`src/rtl/debug_dump_if.sv`:
```
// Handshake and data signals between the debug dump engine, the CPU and the record sink.
interface debug_dump_if;
   logic        start;
   logic        halt_req;
   logic        halt_ack;
   logic [31:0] pc_addr;
   logic [4:0]  rd_addr;
   logic [31:0] rd_data;
   logic        out_valid;
   logic        out_ready;
   logic [5:0]  out_index;
   logic [31:0] out_data;
   logic        busy;
   logic        done;

   modport master (
      input  start, halt_ack, pc_addr, rd_data, out_ready,
      output halt_req, rd_addr, out_valid, out_index, out_data, busy, done
   );

   modport slave (
      output start, halt_ack, pc_addr, rd_data, out_ready,
      input  halt_req, rd_addr, out_valid, out_index, out_data, busy, done
   );
endinterface

```
`src/rtl/debug_dump.sv`:
```
// Freezes the CPU and streams each register (and optionally a PC snapshot) out as
// indexed records over a valid/ready handshake, one record per LOAD/SEND pair.
module debug_dump #(
   parameter int NUM_REGS   = 32,
   parameter bit INCLUDE_PC = 1'b1
) (
   input  logic          clock,
   input  logic          reset,
   debug_dump_if.master  dbg
);
   localparam logic [2:0] S_IDLE   = 3'd0;
   localparam logic [2:0] S_WAIT   = 3'd1;
   localparam logic [2:0] S_LOAD   = 3'd2;
   localparam logic [2:0] S_SEND   = 3'd3;
   localparam logic [2:0] S_FINISH = 3'd4;

   localparam logic [5:0] PC_IDX   = 6'd32;
   localparam logic [5:0] LAST_REG = 6'(NUM_REGS - 1);
   localparam logic [5:0] LAST_IDX = INCLUDE_PC ? PC_IDX : LAST_REG;

   logic [2:0]  state_q, state_d;
   logic [5:0]  idx_q, idx_d;
   logic [31:0] pc_q, pc_d;
   logic [5:0]  oidx_q, oidx_d;
   logic [31:0] odata_q, odata_d;

   always_comb begin
      state_d = state_q;
      idx_d   = idx_q;
      pc_d    = pc_q;
      oidx_d  = oidx_q;
      odata_d = odata_q;
      case (state_q)
         S_IDLE: if (dbg.start) state_d = S_WAIT;
         S_WAIT: begin
            if (dbg.halt_ack) begin
               state_d = S_LOAD;
               pc_d    = dbg.pc_addr;
               idx_d   = '0;
            end
         end
         S_LOAD: begin
            oidx_d  = idx_q;
            odata_d = (idx_q == PC_IDX) ? pc_q : dbg.rd_data;
            state_d = S_SEND;
         end
         S_SEND: begin
            if (dbg.out_ready) begin
               if (idx_q == LAST_IDX) begin
                  state_d = S_FINISH;
               end else begin
                  state_d = S_LOAD;
                  // Short banks skip straight from the last register to the PC record.
                  idx_d   = (INCLUDE_PC && idx_q == LAST_REG) ? PC_IDX : idx_q + 6'd1;
               end
            end
         end
         S_FINISH: state_d = S_IDLE;
         default:  state_d = S_IDLE;
      endcase
   end

   always_ff @(posedge clock or posedge reset) begin
      if (reset) begin
         state_q <= S_IDLE;
         idx_q   <= '0;
         pc_q    <= '0;
         oidx_q  <= '0;
         odata_q <= '0;
      end else begin
         state_q <= state_d;
         idx_q   <= idx_d;
         pc_q    <= pc_d;
         oidx_q  <= oidx_d;
         odata_q <= odata_d;
      end
   end

   assign dbg.busy      = (state_q != S_IDLE);
   assign dbg.halt_req  = (state_q != S_IDLE);
   assign dbg.done      = (state_q == S_FINISH);
   assign dbg.out_valid = (state_q == S_SEND);
   assign dbg.rd_addr   = (state_q == S_LOAD) ? idx_q[4:0] : 5'd0;
   assign dbg.out_index = oidx_q;
   assign dbg.out_data  = odata_q;
endmodule

```
`src/flat_wrapper.sv`:
```
// flat-port wrapper written by rule: the top's interface ports become plain ports
module debug_dump_flat 
#(
   parameter int NUM_REGS   = 32,
   parameter bit INCLUDE_PC = 1'b1
)
  (clock, reset, dbg_start, dbg_halt_ack, dbg_pc_addr, dbg_rd_data, dbg_out_ready, dbg_halt_req, dbg_rd_addr, dbg_out_valid, dbg_out_index, dbg_out_data, dbg_busy, dbg_done);
  debug_dump_if dbg_i ();
  input  logic clock;
  input  logic reset;
  input wire logic [$bits(dbg_i.start)-1:0] dbg_start;
  input wire logic [$bits(dbg_i.halt_ack)-1:0] dbg_halt_ack;
  input wire logic [$bits(dbg_i.pc_addr)-1:0] dbg_pc_addr;
  input wire logic [$bits(dbg_i.rd_data)-1:0] dbg_rd_data;
  input wire logic [$bits(dbg_i.out_ready)-1:0] dbg_out_ready;
  output wire logic [$bits(dbg_i.halt_req)-1:0] dbg_halt_req;
  output wire logic [$bits(dbg_i.rd_addr)-1:0] dbg_rd_addr;
  output wire logic [$bits(dbg_i.out_valid)-1:0] dbg_out_valid;
  output wire logic [$bits(dbg_i.out_index)-1:0] dbg_out_index;
  output wire logic [$bits(dbg_i.out_data)-1:0] dbg_out_data;
  output wire logic [$bits(dbg_i.busy)-1:0] dbg_busy;
  output wire logic [$bits(dbg_i.done)-1:0] dbg_done;
  assign dbg_i.start = dbg_start;
  assign dbg_i.halt_ack = dbg_halt_ack;
  assign dbg_i.pc_addr = dbg_pc_addr;
  assign dbg_i.rd_data = dbg_rd_data;
  assign dbg_i.out_ready = dbg_out_ready;
  assign dbg_halt_req = dbg_i.halt_req;
  assign dbg_rd_addr = dbg_i.rd_addr;
  assign dbg_out_valid = dbg_i.out_valid;
  assign dbg_out_index = dbg_i.out_index;
  assign dbg_out_data = dbg_i.out_data;
  assign dbg_busy = dbg_i.busy;
  assign dbg_done = dbg_i.done;
  debug_dump #(.NUM_REGS(NUM_REGS), .INCLUDE_PC(INCLUDE_PC)) u_core (.clock(clock), .reset(reset), .dbg(dbg_i));
endmodule
```
`config.mk`:
```
export PLATFORM = sky130hd
export DESIGN_NAME = debug_dump_flat
export DESIGN_NICKNAME = d
export VERILOG_FILES = /design/src/rtl/debug_dump_if.sv /design/src/rtl/debug_dump.sv /design/src/flat_wrapper.sv
export SDC_FILE = /design/constraint.sdc
export NUM_CORES = 1
export LEC_CHECK = 0
export BUFFER_PORTS_ARGS = -buffer_cell sky130_fd_sc_hd__clkbuf_2
export CAP_MARGIN = 15
export CORE_MARGIN = 1
export CORE_UTILIZATION = 40
export CTS_CLUSTER_DIAMETER = 100
export CTS_CLUSTER_SIZE = 24
export DETAILED_ROUTE_END_ITERATION = 10
export GPL_TIMING_DRIVEN = 1
export PLACE_DENSITY = 0.77
export SLEW_MARGIN = 20
export SYNTH_ARGS = -nofsm -noshare
export SYNTH_HDL_FRONTEND = slang
export SYNTH_SLANG_ARGS = --single-unit
```
`constraint.sdc`:
```
create_clock -name clock -period 2.3 [get_ports clock]
set_input_delay 0.23 -clock clock [delete_from_list [all_inputs] [get_ports clock]]
set_output_delay 0.23 -clock clock [all_outputs]
set_load 0.05 [all_outputs]
```
==> summary.txt, run 1 <==
Pwr
  • Power density over the cells: 1540 mW/mm^2
  • Design Power: 7010 uW
  • Largest voltage drop on the vdd net: 0.000888 V
  • Static leakage: 0.00201 uW

Logic synthesis
  • Yosys reg bits: 79
  • Synthesized netlist net count: 408
  • Dominant cell type by area after synthesis: sky130_fd_sc_hd__dfrtp_1
  • Most common library cells after synthesis: sky130_fd_sc_hd__dfrtp_1 (79), sky130_fd_sc_hd__mux2_2 (36), sky130_fd_sc_hd__nand3_1 (36)
  • Proportion of synthesized flip-flops having asynchronous set or reset: 1.00
  • Cell with the most instances after synthesis: sky130_fd_sc_hd__dfrtp_1
  • Cell area after synthesis: 0.00367 mm^2
  • YS warnings: 0
  • Unique masters post-synth: 44
  • Synthesized netlist cell count: 337
  • Dominant cells by area after synthesis: sky130_fd_sc_hd__dfrtp_1 (54%), sky130_fd_sc_hd__mux2_2 (11%), sky130_fd_sc_hd__a31oi_1 (5.5%), sky130_fd_sc_hd__nand3_1 (4.9%), sky130_fd_sc_hd__o21ai_0 (3.8%)
  • Share of the yosys chip area belonging to registers: 0.538
  • Synthesized area divided by synthesized cell count: 10.9 um^2
  • Post-synth EDFFs: 0
  • Share of the synthesized area in the top cell type: 0.538
  • Prevailing post-synth register cell: sky130_fd_sc_hd__dfrtp_1

Global route
  • Largest net degree at the start of global routing: 45
  • Vias in the first global route: 2913
  • Global-route congestion overflow total: 0
  • Global-route usage over all layers: 0.189
  • First-pass GRT wire length: 14.3 mm
  • Antenna violations before repair: 0

Floorplan
  • Std cell rows: 34
  • Die area: 0.00957 mm^2
  • Floorplan Core Area: 0.00881 mm^2
  • Initial core utilization: 0.417
  • Die width: 97.8 um
  • Boundary Pins: 116
  • Overall die height: 97.8 um

Detailed routing
  • Drt initial violations: 108
  • Routed WL per cell: 15.2 um
  • Remaining number of nets flagged by the antenna check after routing: 0
  • Number of remaining DRC errors: 18
  • Router iterations before antenna repair: 10
  • Routed via count divided by cell count: 5.34
  • Aggregate routed wire length: 8.50 mm
  • Via count of the routed design: 2984

Critical path
  • Worst path required time: 2.07 ns
  • Arrival time reported for the critical path endpoint: 1.72 ns
  • Crit path max fanout: 13
  • Worst Setup End Kind: output pin
  • Category of the worst setup path launch point: flip-flop
  • Kind of critical path: reg -> out

Cells and area
  • Area growth from synthesis to layout: 24.1%
  • Ant. Diodes: 0
  • Final Util: 0.518
  • Number of fill cells: 785
  • Layout Nets: 517
  • Share of layout cells above drive strength 1: 0.417

Place
  • Port Buffers: 115
  • Hpwl dp: 6.05 mm
  • Global placer's final weighted congestion: 0.855
  • Worst slack, placed: 0.533 ns

CTS
  • Number of buffers created by CTS: 9
  • Post-CTS clock slew at the launch and capture registers of the worst setup and hold paths: 0.08 ns
  • Number of buffers added for setup after CTS: 0
  • H-tree depth: 3
  • TritonCTS clock tree: built
  • Clock Path Buffers: 2
  • CTS sink cnt: 79
  • Clock Latency Late Sink: 0.35 ns
  • Clock root buffer master: sky130_fd_sc_hd__clkbuf_8

Timing
  • Endpoints failing hold: 0
  • Rel. slew slack: 0.492
  • Worst setup slack after layout: 0.348 ns
  • Max Clock Freq: 512 MHz
  • Unrepaired setup endpoints after global routing: false
  • Worst slack on hold paths: 0.0987 ns
  • Worst clock skew on the final layout: 0.0128 ns
  • Period utilization: 0.849
  • Time the worst path needs with I/O delays and setup: 1.95 ns
  • Final setup viols: 0
  • Max-slew violation total from the final report: 0
  • Total Neg Setup Slack: 0 ns
  • Worst slew pin tran: 0.761 ns

Min path
  • Worst min-delay path class: in -> reg

Status
  • Run status: finished, violations left
  • Violations in the final reports: DRC

Job
  • Max capacitance violation total: 0
[critical path, cell delays in order (launching register included)]
cell and delay, ns:
sky130_fd_sc_hd__dfrtp_1 0.54, sky130_fd_sc_hd__nor3b_4 0.36, sky130_fd_sc_hd__and2_2 0.20, sky130_fd_sc_hd__clkbuf_2 0.27
[what timing repair did]
action | CTS | global route
endpoints found under the hold margin | 42 | 0
hold buffers | 1 | 0
gates resized for setup | 0 | 0
[final timing paths]
check                      slack, ns  cells after the start                 endpoint              start
min in group asynchronous       0.51                      3           u_core.pc_q[5]              reset
hold reg to reg                 0.50                      1          u_core.pc_q[24]    u_core.pc_q[24]
setup / recovery                0.35                      3           dbg_rd_addr[2]  u_core.state_q[1]
hold / removal                   0.1                      2          u_core.pc_q[25]    dbg_pc_addr[25]
max in group asynchronous       1.11                      4  u_core.dbg.out_data[16]              reset
setup reg to reg                0.51                      5   u_core.dbg.out_data[1]  u_core.state_q[1]
[layout make-up]
type | instances | area, um^2 | share of cell area
multi-input combinational | 219 | 1480 | 0.325
clock buffer | 11 | 131 | 0.0288
clock inverter | 5 | 106 | 0.0233
inverter | 8 | 31.3 | 0.00686
tap | 108 | 135 | 0.0296
timing repair buffer | 129 | 696 | 0.153
sequential | 79 | 1980 | 0.434
[through the flow]
step           area [um^2]  instances
6_report              4560        559
5_1_grt               4560        559
4_1_cts               4560        559
3_5_place_dp          4310        542
3_3_place_gp          4310        542
2_1_floorplan         3670        337
[report_power, final]
group	total (uW)	internal [uW]	switching (uW)
Sequential	2520	2060	461
Combinational	3260	986	2270
Clock	1230	724	505
[registers in the layout, indices dropped and copies added (netlist names)]
name	cells
u_core.dbg.out_data	32
u_core.pc_q	32
u_core.dbg.out_index	6
u_core.idx_q	6
u_core.state_q	3
[cells in the final DEF, fill, tap and decap left out, types with 2 or more instances in the layout]
cell type                   Yosys  layout
sky130_fd_sc_hd__bufinv_16      0       3
sky130_fd_sc_hd__o21ai_1        6       6
sky130_fd_sc_hd__and2_1         5       5
sky130_fd_sc_hd__a21oi_1        2       2
sky130_fd_sc_hd__ha_1           2       2
sky130_fd_sc_hd__nor2_1        32      32
sky130_fd_sc_hd__or4_1          2       2
sky130_fd_sc_hd__mux2_1         2       2
sky130_fd_sc_hd__clkbuf_1       6       2
sky130_fd_sc_hd__a31oi_1       32      32
sky130_fd_sc_hd__nand3_1       36      36
sky130_fd_sc_hd__dfrtp_1       79      79
sky130_fd_sc_hd__inv_1          8       7
sky130_fd_sc_hd__nand2b_1       3       3
sky130_fd_sc_hd__o211ai_1       3       3
sky130_fd_sc_hd__o22ai_1        2       2
sky130_fd_sc_hd__mux2_2        36      36
sky130_fd_sc_hd__nand2_1        3       3
sky130_fd_sc_hd__clkbuf_2       1     115
sky130_fd_sc_hd__nor3_1         3       3
sky130_fd_sc_hd__nand3b_1       2       2
sky130_fd_sc_hd__buf_4          4      12
sky130_fd_sc_hd__o21ai_0       28      28
sky130_fd_sc_hd__clkbuf_8       0       9
[kinds of logic (layout without fill, tap and decap cells)]
family                     count (synthesis)  in the layout  synth area share
and+or+nand+nor                           98             98             0.141
AOI/OAI and AO/OA                         80             80             0.134
DFF                                       79             79             0.538
muxes                                     39             39             0.119
buffers and inverters                     39            153            0.0613
adders and majority gates                  2              2           0.00681
[routing by layer]
| layer | GRT usage | vias up | share of wire | routed length (um) |
|---|---|---|---|---|
| li1 | - | 1438 | - | - |
| met1 | 0.252 | 1427 | 0.45 | 3860 |
| met2 | 0.296 | 100 | 0.47 | 4010 |
| met3 | 0.0451 | 19 | 0.052 | 439 |
| met4 | 0.0839 | 0 | 0.022 | 184 |
| met5 | 0 | - | 0 | 0 |
Power figures use the tool's default switching activity.
==> run 2, diff against run 1 <==
--- a/config.mk
+++ b/config.mk
@@ -5,6 +5,7 @@
 export SDC_FILE = /design/constraint.sdc
 export NUM_CORES = 1
 export LEC_CHECK = 0
+export ABC_AREA = 1
 export BUFFER_PORTS_ARGS = -buffer_cell sky130_fd_sc_hd__clkbuf_2
 export CAP_MARGIN = 15
 export CORE_MARGIN = 1
==> constraint.sdc (replaced) <==
create_clock -name clock -period 1.7 [get_ports clock]
set_input_delay 0.17 -clock clock [delete_from_list [all_inputs] [get_ports clock]]
set_output_delay 0.17 -clock clock [all_outputs]
set_load 0.05 [all_outputs]
==> summary.txt, run 2 <==
Critical path
  • R2R setup slack: 0.12 ns
  • Arrival time reported for the critical path endpoint: 1.46 ns
  • Worst Setup End Kind: output pin
  • Maximum single-stage delay on the critical path: 0.41 ns
  • Crit path buffers/inverters: 3
  • Worst r2r dst: u_core.dbg.out_data[13]
  • Depth of the most critical reg-to-reg path: 9
  • Kind of critical path: reg -> out
  • Crit path max fanout: 19
  • Reg2reg start: u_core.idx_q[0]
  • Worst path required time: 1.53 ns
  • Cell at the slowest stage of the critical path: sky130_fd_sc_hd__dfrtp_1
  • Category of the worst setup path launch point: flip-flop
  • Cell family with most CP delay: flip-flops
  • Cell Chain, Critical Path: inv_2 -> nand2_1 -> nor2_4 -> inv_6 -> nor2_2 -> clkbuf_8

Min path
  • Hold Path Origin: dbg_pc_addr[4]
  • Endpoint, Worst Hold: u_core.pc_q[4]
  • Worst min-delay path class: in -> reg
  • Hold path cells: 3

Timing
  • Final setup viols: 0
  • Unrepaired setup endpoints after global routing: true
  • Time the worst path needs with I/O delays and setup: 1.63 ns
  • Endpoints failing hold: 0
  • Worst clock skew on the final layout: 0.0128 ns
  • Max-slew violation total from the final report: 0
  • Total Neg Setup Slack: 0 ns
  • Max Clock Freq: 614 MHz
  • Worst setup slack after layout: 0.0707 ns
  • Period utilization: 0.958
  • Worst slew pin tran: 0.678 ns
  • Rel. slew slack: 0.547

Logic synthesis
  • Yosys reg bits: 79
  • Prevailing post-synth register cell: sky130_fd_sc_hd__dfrtp_1
  • Synthesized netlist cell count: 430
  • Synthesized netlist net count: 501
  • Post-synth EDFFs: 0
  • Dominant cells by area after synthesis: sky130_fd_sc_hd__dfrtp_1 (55%), sky130_fd_sc_hd__nand2_1 (14%), sky130_fd_sc_hd__a21oi_1 (9.0%), sky130_fd_sc_hd__o21ai_0 (5.1%), sky130_fd_sc_hd__nor2_1 (4.8%)
  • Cell with the most instances after synthesis: sky130_fd_sc_hd__nand2_1
  • Dominant cell type by area after synthesis: sky130_fd_sc_hd__dfrtp_1
  • Share of the yosys chip area belonging to registers: 0.548
  • Synthesized area divided by synthesized cell count: 8.39 um^2
  • Cell area after synthesis: 0.00361 mm^2
  • Most common library cells after synthesis: sky130_fd_sc_hd__nand2_1 (134), sky130_fd_sc_hd__dfrtp_1 (79), sky130_fd_sc_hd__a21oi_1 (65)
  • YS warnings: 0
  • Proportion of synthesized flip-flops having asynchronous set or reset: 1.00
  • Unique masters post-synth: 21
  • Share of the synthesized area in the top cell type: 0.548

Floorplan
  • Die area: 0.00941 mm^2
  • Std cell rows: 34
  • Overall die height: 97.0 um
  • Initial core utilization: 0.414
  • Die width: 97.0 um
  • Floorplan Core Area: 0.00872 mm^2
  • Boundary Pins: 116

Place
  • Port Buffers: 115
  • Hpwl dp: 6.54 mm
  • Worst slack, placed: 0.0718 ns
  • Global placer's final weighted congestion: 0.876
  • Post-placement cell count: 642

CTS
  • TritonCTS clock tree: built
  • Clock Path Buffers: 2
  • Clock root buffer master: sky130_fd_sc_hd__clkbuf_8
  • Clock Latency Late Sink: 0.35 ns
  • H-tree depth: 3
  • CTS sink cnt: 79
  • Post-CTS clock slew at the launch and capture registers of the worst setup and hold paths: 0.09 ns
  • Number of buffers created by CTS: 9

Cells and area
  • Share of layout cells above drive strength 1: 0.316
  • Ant. Diodes: 0
  • Non-filler instance count after layout: 662
  • Layout Nets: 620
  • Highest-count cells in the layout ignoring fill and taps: sky130_fd_sc_hd__nand2_1 (133), sky130_fd_sc_hd__clkbuf_2 (110), sky130_fd_sc_hd__dfrtp_1 (79)
  • Leading cell type in the layout, fill and taps excluded: sky130_fd_sc_hd__nand2_1
  • Area growth from synthesis to layout: 28.2%

Detailed routing
  • Drt initial violations: 97
  • Number of remaining DRC errors: 0
  • Aggregate routed wire length: 9.07 mm
  • Remaining number of nets flagged by the antenna check after routing: 0
  • Via count of the routed design: 3276
  • Router iterations before antenna repair: 5
  • Routed WL per cell: 13.7 um
  • Routed via count divided by cell count: 4.95

Global route
  • Global-route congestion overflow total: 0
  • Global-route usage over all layers: 0.203
  • Largest net degree at the start of global routing: 38
  • Antenna violations before repair: 0
  • First-pass GRT wire length: 15.3 mm
  • Vias in the first global route: 3277

Pwr
  • Largest voltage drop on the vdd net: 0.00113 V
  • Power density over the cells: 1870 mW/mm^2
  • Design Power: 8640 uW
  • Static leakage: 0.00228 uW

Status
  • Run status: completed

Job
  • Max capacitance violation total: 0
[run 2: cell count changes in the layout (fill, tap and decap cells not counted), moves of 9 or more]
cell,change
sky130_fd_sc_hd__a21oi_1,+63
sky130_fd_sc_hd__a31oi_1,-32
sky130_fd_sc_hd__mux2_2,-36
sky130_fd_sc_hd__nand2_1,+130
sky130_fd_sc_hd__nand3_1,-29
sky130_fd_sc_hd__nor2_1,+9
[run 2: kinds of logic after synthesis]
family                   synth area share
adder cells (fa/ha/maj)           0.00693
buffers and inverters              0.0655
AO/OA/AOI/OAI                       0.154
flip-flops                          0.548
AND/OR/NAND/NOR                     0.226
[run 2: layout make-up]
type	instances	area, um^2
Tap cell	108	135
Clock inverter	6	68.8
Sequential cell	79	1980
Clock buffer	10	138
Multi-Input combinational cell	308	1420
Fill cell	810	4090
Inverter	19	87.6
Timing Repair Buffer	132	801
[run 2: worst max-delay path by stage]
stage | startpoint | end | slack, ns | cells past startpoint
6_report | u_core.state_q[0] | dbg_rd_addr[0] | 0.07 | 6
3_5_place_dp | u_core.idx_q[1] | u_core.dbg.out_data[13] | 0.07 | 9
4_1_cts | u_core.state_q[0] | dbg_rd_addr[0] | 0.01 | 6
5_1_grt | u_core.state_q[0] | dbg_rd_addr[0] | -0.008 | 6
3_3_place_gp | u_core.idx_q[0] | u_core.dbg.out_data[11] | 0.19 | 9
2_1_floorplan | u_core.state_q[2] | dbg_rd_addr[0] | -0.14 | 7
[run 2: timing repair]
item / CTS / global route
endpoints found under the hold margin: 28 / 0
setup buffers: 1 / 2
pin swaps: 0 / 1
gates resized for setup: 9 / 22
hold buffers: 1 / 0
setup endpoints to repair: 5 / 34
[run 2: report_power, final]
part           leakage [uW]  internal, uW  switching [uW]
logic               0.00123          1060            3070
registers          0.000947          2660             423
clock network      0.000103           726             710
total               0.00228          4440            4200
[run 2: metrics by stage]
step	util	hold WS, ns	area, um^2
finish	0.531	0.0269	4630
global route	0.531	0.0176	4630
CTS	0.523	0.0166	4560
detailed placement	0.494	0.293	4310
global placement	0.494	0.274	4310
floorplan	-	0.287	3610
[run 2: layer usage]
| metal | GRT usage | share of wire |
|---|---|---|
| met5 | 0 | 0 |
| met1 | 0.262 | 0.43 |
| met4 | 0.0620 | 0.014 |
| met3 | 0.0434 | 0.056 |
| met2 | 0.343 | 0.50 |
[run 2: worst min-delay path, stage by stage]
cell and delay [ns]:
sky130_fd_sc_hd__clkbuf_2 0.08, sky130_fd_sc_hd__nand2_1 0.04, sky130_fd_sc_hd__nand2_1 0.05
==> run 3, diff against run 2 <==
--- a/config.mk
+++ b/config.mk
@@ -9,12 +9,13 @@
 export BUFFER_PORTS_ARGS = -buffer_cell sky130_fd_sc_hd__clkbuf_2
 export CAP_MARGIN = 15
 export CORE_MARGIN = 1
-export CORE_UTILIZATION = 40
+export CORE_UTILIZATION = 46
 export CTS_CLUSTER_DIAMETER = 100
 export CTS_CLUSTER_SIZE = 24
 export DETAILED_ROUTE_END_ITERATION = 10
 export GPL_TIMING_DRIVEN = 1
-export PLACE_DENSITY = 0.77
+export PLACE_DENSITY = 0.85
+export SKIP_CTS_REPAIR_TIMING = 1
 export SLEW_MARGIN = 20
 export SYNTH_ARGS = -nofsm -noshare
 export SYNTH_HDL_FRONTEND = slang
==> summary.txt, run 3 (synthesized netlist as in run 2, its figures left out) <==
Status
  • Run status: completed

Critical path
  • Arrival time reported for the critical path endpoint: 1.49 ns
  • Category of the worst setup path launch point: flip-flop
  • Cell at the slowest stage of the critical path: sky130_fd_sc_hd__dfrtp_2
  • Maximum single-stage delay on the critical path: 0.45 ns
  • Kind of critical path: reg -> out
  • R2R setup slack: 0.12 ns
  • Worst r2r dst: u_core.idx_q[2]
  • Worst Setup End Kind: output pin
  • Worst path required time: 1.53 ns
  • Cell Chain, Critical Path: inv_2 -> nand2_1 -> nor2_4 -> inv_6 -> nor2_2 -> buf_6
  • Reg2reg start: u_core.idx_q[0]
  • Crit path max fanout: 18
  • Depth of the most critical reg-to-reg path: 10

CTS
  • TritonCTS clock tree: built
  • Post-CTS clock slew at the launch and capture registers of the worst setup and hold paths: 0.08 ns
  • CTS sink cnt: 79
  • H-tree depth: 3
  • Number of buffers created by CTS: 9
  • Clock Latency Late Sink: 0.33 ns
  • Clock Path Buffers: 2
  • Clock root buffer master: sky130_fd_sc_hd__clkbuf_8

Pwr
  • Largest voltage drop on the vdd net: 0.00106 V
  • Static leakage: 0.00225 uW
  • Power density over the cells: 1860 mW/mm^2

Timing
  • Max Clock Freq: 603 MHz
  • Max-slew violation total from the final report: 0
  • Final setup viols: 0
  • Worst slack on hold paths: 0.0314 ns
  • Unrepaired setup endpoints after global routing: true
  • Worst clock skew on the final layout: 0.00914 ns
  • Worst slew pin tran: 0.409 ns
  • Total Neg Setup Slack: 0 ns
  • Worst setup slack after layout: 0.0423 ns
  • Period utilization: 0.975
  • Rel. slew slack: 0.728
  • Endpoints failing hold: 0
  • Time the worst path needs with I/O delays and setup: 1.66 ns

Cells and area
  • Layout Nets: 617
  • Highest-count cells in the layout ignoring fill and taps: sky130_fd_sc_hd__nand2_1 (134), sky130_fd_sc_hd__clkbuf_2 (110), sky130_fd_sc_hd__dfrtp_1 (78)
  • Area growth from synthesis to layout: 25.2%
  • Ant. Diodes: 0
  • Leading cell type in the layout, fill and taps excluded: sky130_fd_sc_hd__nand2_1
  • Share of layout cells above drive strength 1: 0.305

Detailed routing
  • Number of remaining DRC errors: 0
  • Router iterations before antenna repair: 4
  • Drt initial violations: 189
  • Via count of the routed design: 3256
  • Routed WL per cell: 13.0 um
  • Aggregate routed wire length: 8.43 mm
  • Routed via count divided by cell count: 5.02
  • Remaining number of nets flagged by the antenna check after routing: 0

Global route
  • Antenna violations before repair: 0
  • First-pass GRT wire length: 13.9 mm
  • Largest net degree at the start of global routing: 80
  • Global-route usage over all layers: 0.209
  • Global-route congestion overflow total: 0
  • Vias in the first global route: 3090

Min path
  • Worst min-delay path class: in -> reg
  • Endpoint, Worst Hold: u_core.pc_q[22]
  • Hold path cells: 3
  • Hold Path Origin: dbg_pc_addr[22]

Floorplan
  • Die area: 0.00820 mm^2
  • Initial core utilization: 0.487
  • Boundary Pins: 116
  • Die width: 90.6 um
  • Std cell rows: 31
  • Floorplan Core Area: 0.00741 mm^2
  • Overall die height: 90.6 um

Job
  • Max capacitance violation total: 0

Place
  • Global placer's final weighted congestion: 0.830
  • Worst slack, placed: 0.149 ns
  • Port Buffers: 115
  • Hpwl dp: 6.14 mm
[run 3: cell types whose count changed in the layout (fill, tap and decap cells not counted), sizes merged]
cell and delta:
buf -2, clkbuf +1, clkinv -1, clkinvlp -1, inv -1
[run 3: metrics by stage]
step	util	area, um^2	cells	power, uW
6_report	0.610	4520	649	8420
5_1_grt	0.610	4520	649	8980
4_1_cts	0.602	4460	648	8450
3_5_place_dp	0.576	4270	633	7100
3_3_place_gp	0.576	4270	633	6960
2_1_floorplan	-	3610	430	6140
[run 3: power by group]
part / switching [uW] / internal [uW] / leakage, uW
Combinational: 3010 / 1010 / 0.00120
Sequential: 407 / 2660 / 0.000945
Clock: 630 / 713 / 0.0000964
Total: 4050 / 4370 / 0.00225
[run 3: layout make-up]
type	instances	area, um^2
clock inverters	3	43.8
fillers	658	2890
repair buffers	129	739
clock buffers	12	145
multi-input cells	308	1410
inverters	19	80.1
flip-flops and latches	79	1980
well taps	99	124
[run 3: worst max-delay path by stage]
stage	end	from
CTS	dbg_rd_addr[0]	u_core.state_q[2]
detailed placement	u_core.dbg.out_data[7]	u_core.idx_q[0]
global placement	u_core.dbg.out_data[4]	u_core.idx_q[0]
global route	dbg_rd_addr[3]	u_core.state_q[2]
floorplan	dbg_rd_addr[0]	u_core.state_q[2]
finish	dbg_rd_addr[3]	u_core.state_q[2]
[run 3: metal layers]
metal | GRT usage | vias up | share of wire
li1 | - | 1620 | -
met1 | 0.276 | 1518 | 0.45
met2 | 0.348 | 109 | 0.49
met5 | 0 | - | 0
met4 | 0.0780 | 0 | 0.0085
met3 | 0.0320 | 9 | 0.051
[run 3: worst max-delay path, delay by kind of cell, from the launching register on]
kind	cells	cell delay (ns)
and+or+nand+nor	3	0.37
DFF	1	0.45
buffers and inverters	3	0.35
